==> src/rtl/mdu_pkg.sv <==
// Shared types and constants for the iterative multiply/divide unit.
package mdu_pkg;

    typedef enum logic [1:0] {
        MULT  = 2'b00,
        MULTU = 2'b01,
        DIV   = 2'b10,
        DIVU  = 2'b11
    } mdu_op_t;

    typedef enum logic [1:0] {
        IDLE = 2'b00,
        CALC = 2'b01,
        FIX  = 2'b10
    } mdu_state_t;

    localparam int MDU_ITER  = 32;
    localparam int MDU_CNT_W = $clog2(MDU_ITER);

endpackage

==> src/rtl/mult_div_unit.sv <==
// MIPS HI/LO multiply/divide unit: 32-cycle shift-add multiply and restoring
// divide on magnitudes, followed by one sign-fixup cycle that writes HI/LO.
//
// state | meaning
// IDLE  | accept start and MTHI/MTLO, capture magnitudes and signs
// CALC  | one multiplier/quotient bit per cycle, counter 0..31
// FIX   | apply signs, write HI/LO, pulse done
module mult_div_unit
    import mdu_pkg::*;
#(
    parameter int WIDTH = 32
) (
    input  logic             clk,
    input  logic             rst_n,
    input  logic             start,
    input  logic [1:0]       op,
    input  logic [WIDTH-1:0] A,
    input  logic [WIDTH-1:0] B,
    input  logic             mthi,
    input  logic             mtlo,
    input  logic [WIDTH-1:0] wdata,
    output logic             busy,
    output logic             done,
    output logic             div_zero,
    output logic [WIDTH-1:0] hi,
    output logic [WIDTH-1:0] lo
);

    mdu_state_t           state;
    mdu_op_t              op_q;
    logic [MDU_CNT_W-1:0] cnt;
    logic [2*WIDTH-1:0]   acc;
    logic [WIDTH-1:0]     opnd;
    logic [WIDTH-1:0]     a_raw;
    logic                 sign_a;
    logic                 sign_b;
    logic                 b_zero;

    logic                 in_signed;
    logic                 in_div;
    logic [WIDTH-1:0]     a_mag;
    logic [WIDTH-1:0]     b_mag;
    logic                 is_div;
    logic [WIDTH:0]       mul_sum;
    logic [2*WIDTH-1:0]   mul_next;
    logic [WIDTH:0]       div_rem;
    logic                 div_ge;
    logic [WIDTH-1:0]     div_sub;
    logic [2*WIDTH-1:0]   div_next;
    logic [WIDTH-1:0]     fix_hi;
    logic [WIDTH-1:0]     fix_lo;

    always_comb begin
        in_signed = ~op[0];
        in_div    = op[1];
        a_mag     = (in_signed && A[WIDTH-1]) ? -A : A;
        b_mag     = (in_signed && B[WIDTH-1]) ? -B : B;
    end

    // acc low half holds the multiplier (multiply) or dividend (divide);
    // opnd holds the multiplicand or divisor.
    always_comb begin
        is_div   = (op_q == DIV) || (op_q == DIVU);
        mul_sum  = {1'b0, acc[2*WIDTH-1:WIDTH]} + (acc[0] ? {1'b0, opnd} : '0);
        mul_next = {mul_sum, acc[WIDTH-1:1]};
        div_rem  = acc[2*WIDTH-1:WIDTH-1];
        div_ge   = div_rem >= {1'b0, opnd};
        div_sub  = div_rem[WIDTH-1:0] - opnd;
        div_next = div_ge ? {div_sub, acc[WIDTH-2:0], 1'b1}
                          : {acc[2*WIDTH-2:0], 1'b0};
    end

    always_comb begin
        fix_hi = acc[2*WIDTH-1:WIDTH];
        fix_lo = acc[WIDTH-1:0];
        case (op_q)
            MULT: begin
                if (sign_a ^ sign_b) {fix_hi, fix_lo} = -acc;
            end
            DIV, DIVU: begin
                if (b_zero) begin
                    fix_hi = a_raw;
                    fix_lo = '1;
                end else begin
                    if (sign_a ^ sign_b) fix_lo = -acc[WIDTH-1:0];
                    if (sign_a)          fix_hi = -acc[2*WIDTH-1:WIDTH];
                end
            end
            default: ;
        endcase
    end

    always_ff @(posedge clk or negedge rst_n) begin
        if (!rst_n) begin
            state    <= IDLE;
            op_q     <= MULT;
            cnt      <= '0;
            acc      <= '0;
            opnd     <= '0;
            a_raw    <= '0;
            sign_a   <= 1'b0;
            sign_b   <= 1'b0;
            b_zero   <= 1'b0;
            busy     <= 1'b0;
            done     <= 1'b0;
            div_zero <= 1'b0;
            hi       <= '0;
            lo       <= '0;
        end else begin
            done     <= 1'b0;
            div_zero <= 1'b0;
            case (state)
                IDLE: begin
                    if (mthi) hi <= wdata;
                    if (mtlo) lo <= wdata;
                    if (start) begin
                        op_q   <= mdu_op_t'(op);
                        sign_a <= in_signed & A[WIDTH-1];
                        sign_b <= in_signed & B[WIDTH-1];
                        a_raw  <= A;
                        b_zero <= (B == '0);
                        opnd   <= in_div ? b_mag : a_mag;
                        acc    <= {{WIDTH{1'b0}}, (in_div ? a_mag : b_mag)};
                        cnt    <= '0;
                        busy   <= 1'b1;
                        state  <= CALC;
                    end
                end
                CALC: begin
                    acc <= is_div ? div_next : mul_next;
                    cnt <= cnt + 1'b1;
                    if (cnt == MDU_CNT_W'(MDU_ITER - 1)) state <= FIX;
                end
                FIX: begin
                    hi       <= fix_hi;
                    lo       <= fix_lo;
                    done     <= 1'b1;
                    div_zero <= is_div & b_zero;
                    busy     <= 1'b0;
                    state    <= IDLE;
                end
                default: state <= IDLE;
            endcase
        end
    end

endmodule

==> config.mk <==
export PLATFORM = sky130hd
export DESIGN_NAME = mult_div_unit
export DESIGN_NICKNAME = d
export VERILOG_FILES = /design/src/rtl/mdu_pkg.sv /design/src/rtl/mult_div_unit.sv
export SDC_FILE = /design/constraint.sdc
export NUM_CORES = 1
export LEC_CHECK = 0
export BUFFER_PORTS_ARGS = -buffer_cell sky130_fd_sc_hd__buf_2
export CORE_MARGIN = 5
export CORE_UTILIZATION = 45
export CTS_CLUSTER_SIZE = 14
export DETAILED_ROUTE_END_ITERATION = 10
export PLACE_DENSITY_LB_ADDON = 0.05
export SETUP_SLACK_MARGIN = 0.1
export SYNTH_ARGS = -nofsm -noshare
export SYNTH_HDL_FRONTEND = slang
export SYNTH_SLANG_ARGS = --single-unit
==> constraint.sdc <==
create_clock -name clk -period 3.6 [get_ports clk]
set_input_delay 0.36 -clock clk [delete_from_list [all_inputs] [get_ports clk]]
set_output_delay 0.36 -clock clk [all_outputs]
set_load 0.01 [all_outputs]
**Yosys cells after proc, flatten, opt, wreduce, memory -nomap -nowiden**

Cells that the tools add are included.

- Logic and storage cells: 82
- Register bits: 207
- Output and inout port bits: 67
- Bits of input ports: 103

- Bitwise logic cells: 5
- Eq/ne operators: 9
- Magnitude comparators: 1
- $add $sub $neg: 8
- Reductions and logical operators: 15
- Multiplexer cells: 30

Operators by type and width:

| cell | number |
|---|---|
| 32-bit two-way mux | 13 |
| 32-bit case mux with 2 select lines | 4 |
| 64-bit two-way mux | 3 |
| 32-bit negator | 4 |
| 64-bit case mux with 2 select lines | 1 |
| 64-bit negator | 1 |
| 32-bit by 32-bit adder with 33-bit output | 1 |
| 33-bit by 32-bit >= comparator with 1-bit output | 1 |
| 32-bit logical NOT | 1 |
| 32-bit subtractor | 1 |
| 2-bit AND reduction | 6 |
| 5-bit case mux with 2 select lines | 1 |
| 2-bit != test, second input constant | 4 |
| 2-bit equality test, second input constant | 3 |
| 5-bit by 1-bit adder with 5-bit output, second input constant | 1 |
| 5-bit equality test, second input constant | 1 |
| 5-bit two-way mux | 1 |
| 2-bit logical NOT | 2 |
| 2-bit two-way mux | 2 |
| 2-bit case mux with 2 select lines | 1 |
| 2-bit nonzero test | 2 |
| 1-bit AND | 3 |
| 1-bit two-way mux | 3 |
| 2-bit by 1-bit equality test with 1-bit output, second input constant | 1 |
| 6 further kinds | 7 |

**Longest topological paths before layout**

Gate-level depths: netlist of the first run.

- Depth in word-level cells: 6
- Gate-level depth with buffers: 15
- Depth with buffers taken out: 13

**Least setup slack after synthesis of the first run**

No wires, ideal clock.

- Path type: reg2reg
- From: register acc[0]
- To: register acc[62]
- Buffers on the path: 2
- Data arrival time: 3.187 ns
- Required time: 3.465 ns
- Clock period less this slack: 3.321 ns
- Path slack: 0.279 ns
- Cell stages (with the launch flop): 15
- Setup time: 0.135 ns
- Path through: dfrtp_1 > clkbuf_1 > inv_1 > clkbuf_1 > nor2_1 > ha_1 > o21ai_0 > nor4b_1 > o21ai_0 > o41ai_1 > a41oi_1 > o21ai_0 > nor4_1 > nor3_1 > o211ai_1

- Longest elaborated chain between the ends: 4

Ends and longest elaborated chain:

| what | RTL line | RTL |
|---|---|---|
| start, declared | mult_div_unit.sv:32 | `logic [2*WIDTH-1:0] acc;` |
| start signal, assigned | mult_div_unit.sv:123 | `acc <= {{WIDTH{1'b0}}, (in_div ? a_mag : b_mag)};` |
| start signal, assigned | mult_div_unit.sv:130 | `acc <= is_div ? div_next : mul_next;` |
| 32-bit two-way mux | mult_div_unit.sv:64 | `mul_sum = {1'b0, acc[2*WIDTH-1:WIDTH]} + (acc[0] ? {1'b0, opnd} : '0);` |
| 32-bit by 32-bit adder with 33-bit output | mult_div_unit.sv:64 |  |
| 64-bit two-way mux | mult_div_unit.sv:130 |  |
| 64-bit case mux with 2 select lines | mult_div_unit.sv:112 | `case (state)` |

Every way passes these cells.
A chain may end at the register's enable or synchronous reset.

**Worst setup path after layout of the first run**

- From: register acc[32]
- To: register acc[36]

- Longest elaborated chain between the ends: 4
- Elaborated cells on any way between the ends: 6
- Those cells by class: add/sub (2); order compare (1); mux (3)

Ends and longest elaborated chain:

| what | RTL line | RTL |
|---|---|---|
| 32-bit subtractor or 33-bit by 32-bit >= comparator with 1-bit output (tied branches) | mult_div_unit.sv:68, mult_div_unit.sv:67 |  |
| 64-bit two-way mux | mult_div_unit.sv:69 | `div_next = div_ge ? {div_sub, acc[WIDTH-2:0], 1'b1}` |
| 64-bit two-way mux * | mult_div_unit.sv:130 |  |
| 64-bit case mux with 2 select lines * | mult_div_unit.sv:112 |  |

Every way passes the cells marked *; elsewhere a longest branch is shown, timed or not.

==> impl_metrics.env, run 1 <==
export IMPL_worst_pin_slew_ns=1.19
export IMPL_finalClockSkew_ns=0.0263
export IMPL_ys_ff_latch=207
export IMPL_path_delay_family="compound AO/OA/AOI/OAI gates"
export IMPL_drive_gt1_share_pct=17.7
export IMPL_synthArstFlopShare_pct=100
export IMPL_clk_latency_ns=0.56
export IMPL_synth_largest_area_cell="dfrtp_1"
export IMPL_whs_ns=0.0963
export IMPL_crit_fanout=29
export IMPL_setup_viol=0
export IMPL_cts_max_path_buffers=3
export IMPL_clkSlewWorstSetupHoldPaths_ns=0.07
export IMPL_status="finished clean"
export IMPL_synthesis_nets=2478
export IMPL_grt_max_degree=98
export IMPL_die_area_sq_um=43000
export IMPL_slowest_delay_ns=0.46
export IMPL_worstSetupPathType="reg2reg"
export IMPL_crit_required_ns=4.04
export IMPL_drcViolationCount=0
export IMPL_rows=72
export IMPL_hold_viol=0
export IMPL_rsz0062_at_grt="yes"
export IMPL_synthDistinctLibCells=80
export IMPL_wl_mm=75.3
export IMPL_ant_nets=0
export IMPL_initial_utilization_pct=45.5
export IMPL_nNetsFinal=2648
export IMPL_gr_total_overflow=0
export IMPL_startpoint_type="flop"
export IMPL_top_layer_used="met5"
export IMPL_syn_avg_cell_area_sq_um=7.61
export IMPL_crit_buf_inv=1
export IMPL_clock_sinks=207
export IMPL_syn_area_sq_um=17500
export IMPL_synth_cells=2303
export IMPL_port_buffers=169
export IMPL_synth_warnings=0
export IMPL_power_leakage_nw=9.12
export IMPL_worstSetupEndpointType="flop"
export IMPL_worst_endpoint_arrival_ns=3.81
export IMPL_cts_root_buf="clkbuf_16"
export IMPL_grt_antenna_before_repair=2
export IMPL_multi_input_area_sq_um=11500
export IMPL_cp_cell_sequence="ha_1 -> nor2b_1 -> o2111ai_1 -> a211o_1 -> nand3b_1 -> a211o_1 -> a31oi_4 -> buf_12 -> o21ai_0 -> a221o_1"
export IMPL_max_cap_violations=0
export IMPL_cts_tree="yes"
export IMPL_ir_drop_mv=0.640
export IMPL_place_gp_congestion=1.01
export IMPL_synth_most_common_cell="nor2_1"
export IMPL_syn_to_final_growth_pct=17.1
export IMPL_synth_flop_cell="dfrtp_1"
export IMPL_core_area_sq_um=38600
export IMPL_min_period_over_period_pct=93.7
export IMPL_cp_common_cell="a211o_1"
export IMPL_maxSlewViolCount=0
export IMPL_wl_met3_mm=6.13
export IMPL_diodes=0
export IMPL_die_h_um=207
export IMPL_p_per_area_nw_per_um2=1090
export IMPL_first_pass_iters=6
export IMPL_slew_headroom_pct=20.5
export IMPL_cts_max_level=1
export IMPL_synth_top_cell_area_share_pct=29.5
export IMPL_wl_met2_mm=32.2
export IMPL_grt_pass1_wl_mm=112
export IMPL_slowest_stage="dfrtp_1"
export IMPL_numCtsBuffers=26
export IMPL_grt_use_total_pct=33.3
export IMPL_die_w_um=207
export IMPL_synth_area_top_cells="dfrtp_1, a21oi_1, o21ai_0"
export IMPL_synth_edff_count=0
export IMPL_drtIter0Drc=2091
export IMPL_synth_top_cells_by_count="nor2_1, a21oi_1, o21ai_0"
export IMPL_via_count=18600
export IMPL_tns_ns=0
export IMPL_min_period_ns=3.37
export IMPL_wl_met1_mm=34.4
export IMPL_fillCellCount=3850
export IMPL_dp_hpwl_mm=59.0
export IMPL_pin_count=170
export IMPL_min_path_type="in2reg"
export IMPL_seqCellArea_sq_um=5180
export IMPL_drt_wirelength_per_cell_um=25.0
export IMPL_via_per_inst=6.20
export IMPL_grt_pass1_vias=17200
export IMPL_fmax_mhz=296
export IMPL_ys_seq_area_share_pct=29.5
[flip-flops by register name, summed over array words and instances (netlist names)]
name      cells
a_raw        32
acc          64
b_zero        1
busy          1
cnt           5
div_zero      1
done          1
hi           32
lo           32
op_q          2
opnd         32
sign_a        1
sign_b        1
state         2
[logic make-up after synthesis]
group / share of synthesized area [%]
simple gates: 20.4
fa+ha+maj: 5.22
buf+inv: 5.49
xor+xnor: 7.89
flops: 29.5
compound gates: 26.5
mux: 4.97
[worst paths after layout]
| path | startpoint | to | slack, ns | cells past startpoint |
|---|---|---|---|---|
| min in group asynchronous | rst_n | acc[38]$_DFFE_PN0P_ | 0.45 | 2 |
| worst max register to register | acc[32]$_DFFE_PN0P_ | acc[36]$_DFFE_PN0P_ | 0.23 | 10 |
| worst min register to register | lo[7]$_DFFE_PN0P_ | lo[7]$_DFFE_PN0P_ | 0.47 | 2 |
| worst max-delay path | acc[32]$_DFFE_PN0P_ | acc[36]$_DFFE_PN0P_ | 0.23 | 10 |
| max in group asynchronous | rst_n | lo[15]$_DFFE_PN0P_ | 2.19 | 3 |
| worst min-delay path | A[24] | a_raw[24]$_DFFE_PN0P_ | 0.1 | 2 |
[routing by layer]
layer / GRT usage, % / vias to the layer above
li1: - / 8629
met3: 5.15 / 139
met4: 9.39 / 4
met1: 49.9 / 8961
met2: 49.9 / 912
met5: 0 / -
[through the flow]
stage / cells / worst slack, ns / util [%] / area [sq um] / power (W)
4_1_cts: 3007 / 0.111 / 53.1 / 20500 / 0.0219
2_1_floorplan: 2303 / 0.279 / - / 17500 / 0.0136
5_1_grt: 3009 / 0.0749 / 53.2 / 20500 / 0.0237
3_3_place_gp: 2956 / 0.0777 / 50.6 / 19500 / 0.0187
3_5_place_dp: 2956 / 0.0560 / 50.6 / 19500 / 0.0189
6_report: 3009 / 0.226 / 53.2 / 20500 / 0.0223
[what timing repair did]
item | CTS | global route
pin swaps | 1 | 6
resized for setup | 1 | 13
setup buffers | 4 | 2
gates cloned | 0 | 0
setup endpoints to repair | 6 | 17
hold endpoints to repair | 93 | 0
hold buffers | 1 | 0
[worst reg2reg max path: stages, from the launching register on]
cell       delay [ns]
dfrtp_1          0.46
ha_1             0.33
nor2b_1          0.14
o2111ai_1        0.31
a211o_1          0.20
nand3b_1         0.20
a211o_1          0.44
a31oi_4          0.46
buf_12           0.25
o21ai_0          0.12
a221o_1          0.33
[power breakdown]
group,switching [W],leakage [nW],total (W),internal (W)
registers,0.00115,2.55,0.00462,0.00347
clock network,0.00112,0.442,0.00281,0.00169
logic,0.00896,6.13,0.0149,0.00589
[layout by cell type (no fill, tap or decap), types with 9 or more instances in the layout]
cell and instances:
buf_2 167, mux2i_1 42, o21ai_0 239, nor2_1 266
a221oi_1 15, xor2_1 80, a31oi_1 22, o31ai_1 21
nor3_1 61, and3_1 16, mux2_2 40, o41ai_1 10
inv_1 66, or3_1 22, o211ai_1 16, clkbuf_16 27
a22oi_1 11, a221o_1 10, dfrtp_1 206, nand3_1 31
o21a_1 12, a21oi_1 257, a21o_1 36, nand4_1 17
or4_1 9, nand2_1 234, xnor2_1 78, nor2b_1 12
nor3b_1 9, clkbuf_8 9, buf_4 135, nand2b_1 21
o22ai_1 41, ha_1 68, nor4_1 21, a211oi_1 13
[cell type report]
cell class	instances	share of cell area (%)
Clock buffer	39	3.95
Clock inverter	7	0.494
Inverter	69	1.26
Multi-Input combinational cell	1856	55.9
Sequential cell	207	25.2
Tap cell	518	3.16
Timing Repair Buffer	313	9.96
Power figures use the tool's default switching activity.
==> run 2, diff against run 1 <==
- CTS_BUF_LIST: default -> sky130_fd_sc_hd__clkbuf_4 sky130_fd_sc_hd__clkbuf_8 sky130_fd_sc_hd__clkbuf_16
==> impl_metrics.env, run 2 (synthesis results as in run 1) <==
export IMPL_dpl_instance_area_sq_um=19500
export IMPL_fillCellCount=3847
export IMPL_whs_endpoint="a_raw[24]$_DFFE_PN0P_"
export IMPL_drive_gt1_share_pct=17.9
export IMPL_layout_commonest_cell="nor2_1"
export IMPL_via_count=18600
export IMPL_cts_max_level=1
export IMPL_dp_hpwl_mm=59.0
export IMPL_drcViolationCount=0
export IMPL_die_area_sq_um=43000
export IMPL_grt_pass1_vias=17200
export IMPL_tns_ns=0
export IMPL_reg2reg_depth=10
export IMPL_core_area_sq_um=38600
export IMPL_p_per_area_nw_per_um2=1090
export IMPL_dpl_worst_slack_ns=0.0560
export IMPL_final_cell_mix="nor2_1, a21oi_1, o21ai_0, nand2_1, dfrtp_1"
export IMPL_rows=72
export IMPL_finalClockSkew_ns=0.0281
export IMPL_cp_cell_sequence="ha_1 -> nor2b_1 -> o2111ai_1 -> a211o_1 -> nand3b_1 -> a211o_1 -> a31oi_4 -> buf_12 -> o21ai_0 -> a221o_1"
export IMPL_min_from="A[24]"
export IMPL_worstReg2RegStart="acc[32]$_DFFE_PN0P_"
export IMPL_place_inst=2956
export IMPL_drt_wirelength_per_cell_um=25.0
export IMPL_maxSlewViolCount=0
export IMPL_wl_met2_mm=32.1
export IMPL_via_per_inst=6.18
export IMPL_grt_max_degree=98
export IMPL_cp_common_cell="a211o_1"
export IMPL_cts_max_path_buffers=3
export IMPL_numCtsBuffers=26
export IMPL_nNetsFinal=2648
export IMPL_worst_endpoint_arrival_ns=3.81
export IMPL_status="finished clean"
export IMPL_die_h_um=207
export IMPL_die_w_um=207
export IMPL_fmax_mhz=297
export IMPL_clkSlewWorstSetupHoldPaths_ns=0.07
export IMPL_clk_latency_ns=0.57
export IMPL_worstSetupEndpointType="flop"
export IMPL_hold_viol=0
export IMPL_min_period_ns=3.37
export IMPL_max_cap_violations=0
export IMPL_final_util_pct=53.3
export IMPL_worstSetupPathType="reg2reg"
export IMPL_clock_sinks=207
export IMPL_initial_utilization_pct=45.5
export IMPL_largest_register_ffs=64
export IMPL_crit_buf_inv=1
export IMPL_syn_to_final_growth_pct=17.2
export IMPL_cts_tree="yes"
export IMPL_ir_drop_mv=0.639
export IMPL_ant_nets=0
export IMPL_startpoint_type="flop"
export IMPL_first_pass_iters=6
export IMPL_path_delay_family="compound AO/OA/AOI/OAI gates"
export IMPL_grt_antenna_before_repair=2
export IMPL_crit_fanout=29
export IMPL_power_leakage_nw=9.13
export IMPL_fin_ws_ns=0.229
export IMPL_slew_headroom_pct=19.9
export IMPL_rrSetupSlack_ns=0.23
export IMPL_port_buffers=169
export IMPL_holdPathStages=2
export IMPL_grt_use_total_pct=33.3
export IMPL_grt_pass1_wl_mm=112
export IMPL_top_layer_used="met5"
export IMPL_top_register="acc"
export IMPL_min_path_type="in2reg"
export IMPL_worst_pin_slew_ns=1.20
export IMPL_rsz0062_at_grt="yes"
export IMPL_cts_root_buf="clkbuf_16"
export IMPL_slowest_delay_ns=0.46
export IMPL_pin_count=170
export IMPL_place_gp_congestion=1.01
export IMPL_gr_total_overflow=0
export IMPL_setup_viol=0
export IMPL_r2r_end="acc[36]$_DFFE_PN0P_"
export IMPL_wl_mm=75.3
export IMPL_slowest_stage="dfrtp_1"
export IMPL_drtIter0Drc=2203
export IMPL_wl_met1_mm=34.1
export IMPL_fin_area_sq_um=20500
export IMPL_min_period_over_period_pct=93.6
export IMPL_fin_cells=3010
export IMPL_crit_required_ns=4.04
export IMPL_wl_met3_mm=6.41
run 2: metal layers:
| metal | track usage [%] | up-vias |
|---|---|---|
| met5 | 0 | - |
| met3 | 5.17 | 147 |
| met4 | 9.39 | 4 |
| met2 | 49.9 | 907 |
| li1 | - | 8630 |
| met1 | 50.0 | 8917 |
run 2: power by group:
part | switching, W | internal (W)
registers | 0.00116 | 0.00347
clock network | 0.00111 | 0.00172
logic | 0.00896 | 0.00589
run 2: through the flow:
| stage | total power, W | hold WS, ns |
|---|---|---|
| 2_1_floorplan | 0.0136 | 0.0644 |
| 3_3_place_gp | 0.0187 | 0.454 |
| 3_5_place_dp | 0.0189 | 0.451 |
| 4_1_cts | 0.0219 | 0.0830 |
| 5_1_grt | 0.0237 | 0.0944 |
| 6_report | 0.0223 | 0.0966 |
run 2: cell type report:
class / count / area (sq um) / area share [%]
Tap cell: 518 / 648 / 3.15
Antenna cell: 1 / 2.50 / 0.0122
Inverter: 69 / 259 / 1.26
Clock inverter: 7 / 101 / 0.493
Timing Repair Buffer: 313 / 2050 / 9.96
Multi-Input combinational cell: 1856 / 11500 / 55.9
Clock buffer: 39 / 822 / 4.00
Sequential cell: 207 / 5180 / 25.2
run 2: worst max path at each step:
stage                        startpoint  slack, ns                  end  depth (start not counted)
floorplan            acc[0]$_DFFE_PN0P_       0.28  acc[62]$_DFFE_PN0P_                         14
global placement     acc[0]$_DFFE_PN0P_       0.08  acc[50]$_DFFE_PN0P_                         13
detailed placement   acc[0]$_DFFE_PN0P_       0.06  acc[50]$_DFFE_PN0P_                         13
CTS                  acc[0]$_DFFE_PN0P_       0.11  acc[50]$_DFFE_PN0P_                         13
global route         acc[0]$_DFFE_PN0P_       0.07  acc[62]$_DFFE_PN0P_                         14
finish              acc[32]$_DFFE_PN0P_       0.23  acc[36]$_DFFE_PN0P_                         10
run 2: repair_timing:
action | 4_1_cts | 5_1_grt
hold endpoints to repair | 93 | 0
setup buffers | 4 | 2
setup endpoints to repair | 6 | 17
pin swaps | 1 | 6
hold buffers | 1 | 0
resized for setup | 1 | 13
